--- src/rtl/uart_tx.sv ---
// Byte-wide UART transmitter (8N1) fed by a small write FIFO.
// A memory-mapped write pushes one byte; frames go out back-to-back while bytes are queued.
module uart_tx #(
    parameter int CLKS_PER_BIT = 217,
    parameter int FIFO_DEPTH   = 16
) (
    input  logic        clk,
    input  logic        rst_n,
    input  logic [31:0] uart_wdata,
    input  logic        uart_we,
    output logic        uart_full,
    output logic        txd,
    output logic        tx_busy
);

    localparam int PTR_W = (FIFO_DEPTH > 1) ? $clog2(FIFO_DEPTH) : 1;
    localparam int CNT_W = PTR_W + 1;
    localparam logic [15:0]      BAUD_LOAD = 16'(CLKS_PER_BIT - 1);
    localparam logic [CNT_W-1:0] CNT_FULL  = CNT_W'(FIFO_DEPTH);

    typedef enum logic [1:0] {
        IDLE,
        START,
        DATA,
        STOP
    } state_t;

    state_t           state_reg, state_next;
    logic [7:0]       fifo_mem [FIFO_DEPTH];
    logic [PTR_W-1:0] wr_ptr_reg, rd_ptr_reg;
    logic [CNT_W-1:0] count_reg, count_next;
    logic [15:0]      baud_reg, baud_next;
    logic [2:0]       bit_idx_reg, bit_idx_next;
    logic [7:0]       shift_reg, shift_next;
    logic             txd_reg, txd_next;
    logic             push, pop;
    logic             fifo_empty;
    logic             bit_end;
    logic             unused_wdata_hi;

    // Only the low byte is serialised; the upper word bits are don't-care.
    assign unused_wdata_hi = ^uart_wdata[31:8];

    assign uart_full  = (count_reg == CNT_FULL);
    assign fifo_empty = (count_reg == '0);
    assign push       = uart_we & ~uart_full;
    assign bit_end    = (baud_reg == '0);

    assign txd     = txd_reg;
    assign tx_busy = (state_reg != IDLE) | ~fifo_empty;

    // Storage array kept free of reset so it maps onto distributed/block RAM.
    always_ff @(posedge clk) begin
        if (rst_n && push) begin
            fifo_mem[wr_ptr_reg] <= uart_wdata[7:0];
        end
    end

    always_comb begin
        count_next = count_reg;
        case ({push, pop})
            2'b10:   count_next = count_reg + 1'b1;
            2'b01:   count_next = count_reg - 1'b1;
            default: count_next = count_reg;
        endcase
    end

    always_comb begin
        state_next   = state_reg;
        pop          = 1'b0;
        baud_next    = baud_reg;
        bit_idx_next = bit_idx_reg;
        shift_next   = shift_reg;
        txd_next     = txd_reg;

        case (state_reg)
            IDLE: begin
                txd_next = 1'b1;
                if (!fifo_empty) begin
                    pop        = 1'b1;
                    state_next = START;
                    txd_next   = 1'b0;
                    baud_next  = BAUD_LOAD;
                end
            end

            START: begin
                if (bit_end) begin
                    state_next   = DATA;
                    txd_next     = shift_reg[0];
                    baud_next    = BAUD_LOAD;
                    bit_idx_next = 3'd0;
                end else begin
                    baud_next = baud_reg - 16'd1;
                end
            end

            DATA: begin
                if (bit_end) begin
                    shift_next = {1'b0, shift_reg[7:1]};
                    baud_next  = BAUD_LOAD;
                    if (bit_idx_reg == 3'd7) begin
                        state_next = STOP;
                        txd_next   = 1'b1;
                    end else begin
                        // shift_reg[1] is the next bit, i.e. bit 0 after this shift.
                        txd_next     = shift_reg[1];
                        bit_idx_next = bit_idx_reg + 3'd1;
                    end
                end else begin
                    baud_next = baud_reg - 16'd1;
                end
            end

            STOP: begin
                if (bit_end) begin
                    if (!fifo_empty) begin
                        pop        = 1'b1;
                        state_next = START;
                        txd_next   = 1'b0;
                        baud_next  = BAUD_LOAD;
                    end else begin
                        state_next = IDLE;
                        txd_next   = 1'b1;
                    end
                end else begin
                    baud_next = baud_reg - 16'd1;
                end
            end

            default: begin
                state_next = IDLE;
                txd_next   = 1'b1;
            end
        endcase
    end

    always_ff @(posedge clk) begin
        if (!rst_n) begin
            state_reg   <= IDLE;
            txd_reg     <= 1'b1;
            count_reg   <= '0;
            wr_ptr_reg  <= '0;
            rd_ptr_reg  <= '0;
            baud_reg    <= '0;
            bit_idx_reg <= '0;
            shift_reg   <= '0;
        end else begin
            state_reg   <= state_next;
            txd_reg     <= txd_next;
            count_reg   <= count_next;
            baud_reg    <= baud_next;
            bit_idx_reg <= bit_idx_next;
            if (push) begin
                wr_ptr_reg <= wr_ptr_reg + 1'b1;
            end
            // A pop loads the head byte straight into the shifter (registered read).
            if (pop) begin
                rd_ptr_reg <= rd_ptr_reg + 1'b1;
                shift_reg  <= fifo_mem[rd_ptr_reg];
            end else begin
                shift_reg <= shift_next;
            end
        end
    end

endmodule

--- config.mk ---
export PLATFORM = sky130hd
export DESIGN_NAME = uart_tx
export DESIGN_NICKNAME = d
export VERILOG_FILES = /design/src/rtl/uart_tx.sv
export SDC_FILE = /design/constraint.sdc
export NUM_CORES = 1
export LEC_CHECK = 0
export ABC_AREA = 1
export BUFFER_PORTS_ARGS = -buffer_cell sky130_fd_sc_hd__buf_2
export CELL_PAD_IN_SITES_DETAIL_PLACEMENT = 1
export CELL_PAD_IN_SITES_GLOBAL_PLACEMENT = 1
export CORE_MARGIN = 2
export CORE_UTILIZATION = 43
export DETAILED_ROUTE_END_ITERATION = 10
export PLACE_DENSITY = 0.8
export SLEW_MARGIN = 20
export SYNTH_ARGS = -nofsm -noshare
export SYNTH_HDL_FRONTEND = slang
export SYNTH_SLANG_ARGS = --single-unit
--- constraint.sdc ---
create_clock -name clk -period 2.3 [get_ports clk]
set_input_delay 0.23 -clock clk [delete_from_list [all_inputs] [get_ports clk]]
set_output_delay 0.23 -clock clk [all_outputs]
set_load 0.005 [all_outputs]
==> flow_summary.ini, run 1 <==
[layout]
design_area_sq_mm = 0.00950
multi_input_area_sq_mm = 0.00282
seq_area_sq_mm = 0.00479
layout_common_cells = 153 x nand2_1, 128 x edfxtp_1, 101 x nor2_1, 93 x nand3_1, 77 x inv_1
largest_register_ffs = 128
syn2layout_area_growth_pct = 19.3
final_common_cell = nand2_1
antennaDiodeCount = 0
nFillCells = 2015
final_nets = 952
drive_above_1_share = 0.188

[synth]
avgSynthCellArea_sq_um = 9.66
synth_area_leaders = edfxtp_1 48%, dfxtp_1 12%, nand2_1 7.3%
synth_fa_ha_area_frac = 0.0292
synth-xor-area-share = 0.0154
ys_types = 40
yosys.area.top_type = edfxtp_1
ys_seq_area_frac = 0.601
synth_edf_count = 128
yosys_warnings = 0
synth_top_flop_cell = edfxtp_1
syn_nets = 878
ys_ff_latch = 175
synth_top_area_share = 0.482
yosys.area_share.simple = 0.218
netlist_instances = 825
synth.area.mux_share = 0
syn-cell-area_sq_mm = 0.00797
synth_compound_area_frac = 0.0758
ys_async_sr_fraction = 0
synth_top_family_by_area = simple AND/OR/NAND/NOR gates

[drt]
firstDrtPassIters = 5
via_count = 6293
wl_met2_um = 12200
highest-signal-layer = met4
viasPerCell = 5.52
met3_length_um = 963
drcViolationCount = 0
drtIter0Drc = 580
wirelength_um = 23700
routedWlPerCell_um = 20.7
antenna_left = 0
wl_met1_um = 10000

[floorplanning]
dieArea_sq_mm = 0.0196
row_count = 49
ios = 38
core_sq_mm = 0.0181
die_h_um = 140
die_x_um = 140
initial_core_util = 0.441

[setup_path]
worst-endpoint-required_ns = 2.64
cp-end-kind = flip-flop
crit_path_cell_trace = inv_2 > ha_4 > nand3_4 > nor2_4 > nand3_4 > a21oi_4 > ha_4 > buf_4 > ha_4 > nand2_1 > nand2_1 > a21oi_2 > nor2_1 > nor2_1 > nand2_1 > o21ai_1 > a21oi_1
critPathKind = flip-flop to flip-flop
crit_family = simple AND/OR/NAND/NOR gates
crit_slowest_cell = dfxtp_2
critPathLaunchType = flip-flop
critPathBufInv = 2
cp_max_fo = 4
critPathMaxStageDelay_ns = 0.33
cp.arrival_ns = 2.76

[clock_tree]
cts_tree = yes
cts.sinks = 175
clkTransAtPathRegs_ns = 0.07
numCtsBuffers = 17
clk_latency_ns = 0.44
clockBufferDepth = 2
htree_levels = 4
root_buffer = clkbuf_16

[placed_design]
preCtsSetupSlack_ns = -0.0961
port_buffers = 13
dp.final_hpwl_um = 14500
dpl_cell_area_sq_mm = 0.00872
globalplace.congestion = 0.836

[timing]
fmax_mhz = 413
rsz0062_at_grt = yes
worst_slack_ns = -0.120
tightest_slew_ns = 0.624
fin_crit_sh = 1.05
maxSlewHeadroom = 0.584
hold_viol_final = 0
drv_slew = 0
setup_viol = 2
min_period_ns = 2.42
skew_ns = 0.0130

[grt]
grt_pass1_wl_um = 35600
gr-total-overflow = 0
grt_use_total = 0.237
antenna_found_initial = 0
grt_pass1_vias = 6596
grt_max_degree = 80

[power_and_ir_drop]
p_leak_nw = 3.83
peakVddDrop_mv = 0.686
powerDensity_mw_per_mm2 = 1210

[outcome]
status = finished with violations
violations = negative setup slack

[hold_path]
hp-class = input port to flip-flop

[run]
maxCapViolations = 0
==> power by group <==
part	internal [mW]	leakage, nW	total (mW)	switching (mW)
logic	1.72	1.99	4.66	2.94
clock network	1.65	0.293	3.01	1.36
registers	3.65	1.54	3.84	0.190
total	7.02	3.83	11.5	4.49
==> synth_stat cells (all sizes together) (2+ instances only) <==
cell type,n
nand2,158
edfxtp,128
nor2,114
nand3,99
inv,85
o21ai,51
dfxtp,47
a21oi,33
buf,20
ha,17
o211ai,16
clkbuf,15
nor3,12
xor2,11
nand4,5
xnor2,3
a31oi,2
==> layer usage <==
metal | global-route usage | up-vias
met2 | 0.416 | 172
li1 | - | 2929
met5 | 0 | -
met1 | 0.303 | 3142
met4 | 0.0824 | 0
met3 | 0.0338 | 50
==> final timing paths <==
check	endpoint	depth (start not counted)	start	slack, ns
max	count_reg[4]	17	baud_reg[1]	-0.12
min	fifo_mem[0][7]	1	uart_wdata[7]	0.21
max reg2reg	count_reg[4]	17	baud_reg[1]	-0.12
min reg2reg	bit_idx_reg[0]	2	bit_idx_reg[0]	0.48
==> logic make-up after synthesis <==
kind of cell             count (synthesis)
XOR/XNOR                                14
buffers and inverters                  120
adder cells (fa/ha/maj)                 18
flip-flops                             175
AND/OR/NAND/NOR                        391
AO/OA/AOI/OAI                          107
==> layout make-up <==
class	instances	area share
Multi-Input combinational cell	530	0.296
Sequential cell	175	0.505
Tap cell	229	0.0302
Timing Repair Buffer	90	0.0720
Clock inverter	14	0.0182
Clock buffer	18	0.0452
Inverter	85	0.0336
==> stage by stage <==
step	std cells	setup TNS, ns	total power [mW]	utilization	hold WS (ns)
after global placement	1098	0	7.84	0.482	0.462
after floorplan	825	-0.0147	6.62	-	0.329
after detailed placement	1098	-0.110	8.03	0.482	0.472
after CTS	1132	-0.0559	11.2	0.518	0.197
final	1141	-0.166	11.5	0.525	0.207
after global routing	1141	-0.433	12.1	0.525	0.205
==> timing repair <==
item | CTS | global route
pin swaps | 1 | 7
endpoints found under the hold margin | 0 | 0
buffers inserted | 2 | 9
hold buffers | 0 | 0
setup endpoints to repair | 3 | 17
resized for setup | 7 | 22
Power figures use the tool's default switching activity.
==> run 2, diff against run 1 <==
--- a/config.mk
+++ b/config.mk
@@ -12,7 +12,7 @@
 export CORE_MARGIN = 2
 export CORE_UTILIZATION = 43
 export DETAILED_ROUTE_END_ITERATION = 10
-export PLACE_DENSITY = 0.8
+export PLACE_DENSITY_LB_ADDON = 0.3
 export SLEW_MARGIN = 20
 export SYNTH_ARGS = -nofsm -noshare
 export SYNTH_HDL_FRONTEND = slang
==> flow_summary.ini, run 2 (synthesis results as in run 1) <==
[floorplanning]
die_x_um = 140
core_sq_mm = 0.0181
ios = 38
dieArea_sq_mm = 0.0196
initial_core_util = 0.441
row_count = 49
die_h_um = 140

[power_and_ir_drop]
pwr-share-seq = 0.336
p_leak_nw = 3.81
netSwitchingFraction = 0.384
power.share.clock = 0.261
internal_power_mw = 7.04
p_switching_mw = 4.40
powerDensity_mw_per_mm2 = 1210
finalPower_mw = 11.4
combPwrFrac = 0.403
peakVddDrop_mv = 0.601

[layout]
nFillCells = 2015
drive_above_1_share = 0.184
antennaDiodeCount = 0
design_area_sq_mm = 0.00945
final_common_cell = nand2_1
syn2layout_area_growth_pct = 18.5
largest_register_ffs = 128
utilization = 0.522
layout_common_cells = 154 x nand2_1, 128 x edfxtp_1, 103 x nor2_1, 93 x nand3_1, 76 x inv_1
final_nets = 949

[timing]
skew_ns = 0.0104
drv_slew = 0
worst_slack_ns = -0.0435
min_period_ns = 2.34
tightest_slew_ns = 0.697
fmax_mhz = 427
maxSlewHeadroom = 0.534
setup_viol = 2
fin_crit_sh = 1.02
hold_viol_final = 0
rsz0062_at_grt = yes

[drt]
routedWlPerCell_um = 19.7
drcViolationCount = 0
drtIter0Drc = 516
via_count = 6234
firstDrtPassIters = 6
antenna_left = 0
viasPerCell = 5.48
wirelength_um = 22400

[grt]
antenna_found_initial = 0
grt_pass1_vias = 6604
grt_use_total = 0.235
gr-total-overflow = 0
grt_max_degree = 80
grt_pass1_wl_um = 35200

[clock_tree]
cts.sinks = 175
numCtsBuffers = 17
clockBufferDepth = 2
clk_latency_ns = 0.43
cts_tree = yes
clkTransAtPathRegs_ns = 0.07
root_buffer = clkbuf_16
htree_levels = 4
hold_buffers = 0

[setup_path]
critPathLaunchType = flip-flop
rr_startpoint = state_reg[0]
worst-endpoint-required_ns = 2.62
crit_slowest_cell = dfxtp_2
cp.arrival_ns = 2.67
critPathMaxStageDelay_ns = 0.34
crit_path_cell_trace = inv_1 > ha_1 > inv_2 > nand2_2 > a21oi_4 > ha_4 > buf_4 > buf_4 > ha_1 > a21oi_2 > nor2_1 > nor2_1 > nand2_1 > o21ai_1 > a21oi_1
critPathKind = flip-flop to flip-flop
crit_start = state_reg[0]
cp_max_fo = 4
crit_family = adder cells
cp-end-kind = flip-flop
critPathBufInv = 4

[placed_design]
globalplace.congestion = 0.863
dp.final_hpwl_um = 14300
preCtsSetupSlack_ns = -0.197
dpl_cell_area_sq_mm = 0.00867
port_buffers = 13

[run]
maxCapViolations = 0

[outcome]
violations = negative setup slack
status = finished with violations

[hold_path]
min_from = uart_wdata[7]
hp-class = input port to flip-flop
## run 2: stage by stage
| stage | hold WS, ns | cells | setup TNS, ns |
|---|---|---|---|
| floorplan | 0.329 | 825 | -0.0147 |
| CTS | 0.195 | 1128 | -0.0527 |
| finish | 0.206 | 1138 | -0.0486 |
| global placement | 0.457 | 1093 | -0.0771 |
| detailed placement | 0.482 | 1093 | -0.348 |
| global route | 0.206 | 1138 | -0.287 |
## run 2: final timing paths
kind | to | slack (ns) | cells past startpoint
hold reg to reg | bit_idx_reg[1] | 0.49 | 2
hold / removal | fifo_mem[8][7] | 0.21 | 1
setup / recovery | count_reg[4] | -0.04 | 15
setup reg to reg | count_reg[4] | -0.04 | 15
## run 2: power by group through the flow
stage          sequential, mW  combinational (mW)  clock (mW)
2_1_floorplan            3.85                2.77           0
3_3_place_gp             3.85                3.95           0
3_5_place_dp             3.88                4.21           0
4_1_cts                  3.81                4.38        3.02
5_1_grt                  3.86                5.08        3.14
6_report                 3.84                4.61        2.99
## run 2: layer usage
metal / track usage / share of wire
met1: 0.300 / 0.42
met3: 0.0335 / 0.035
met4: 0.0750 / 0.018
met2: 0.416 / 0.52
met5: 0 / 0
## run 2: area by class of cell
type,instances,area (sq um),share of cell area
timing repair buffer,87,646,0.0684
inverter,85,319,0.0338
tap,229,287,0.0303
clock buffer,18,429,0.0454
multi-input combinational,530,2800,0.297
clock inverter,14,170,0.0180
sequential,175,4790,0.507
## run 2: timing repair
item | CTS | global route
setup endpoints to repair | 2 | 2
gates cloned | 0 | 0
setup buffers | 3 | 10
resized for setup | 10 | 14
pin swaps | 2 | 10
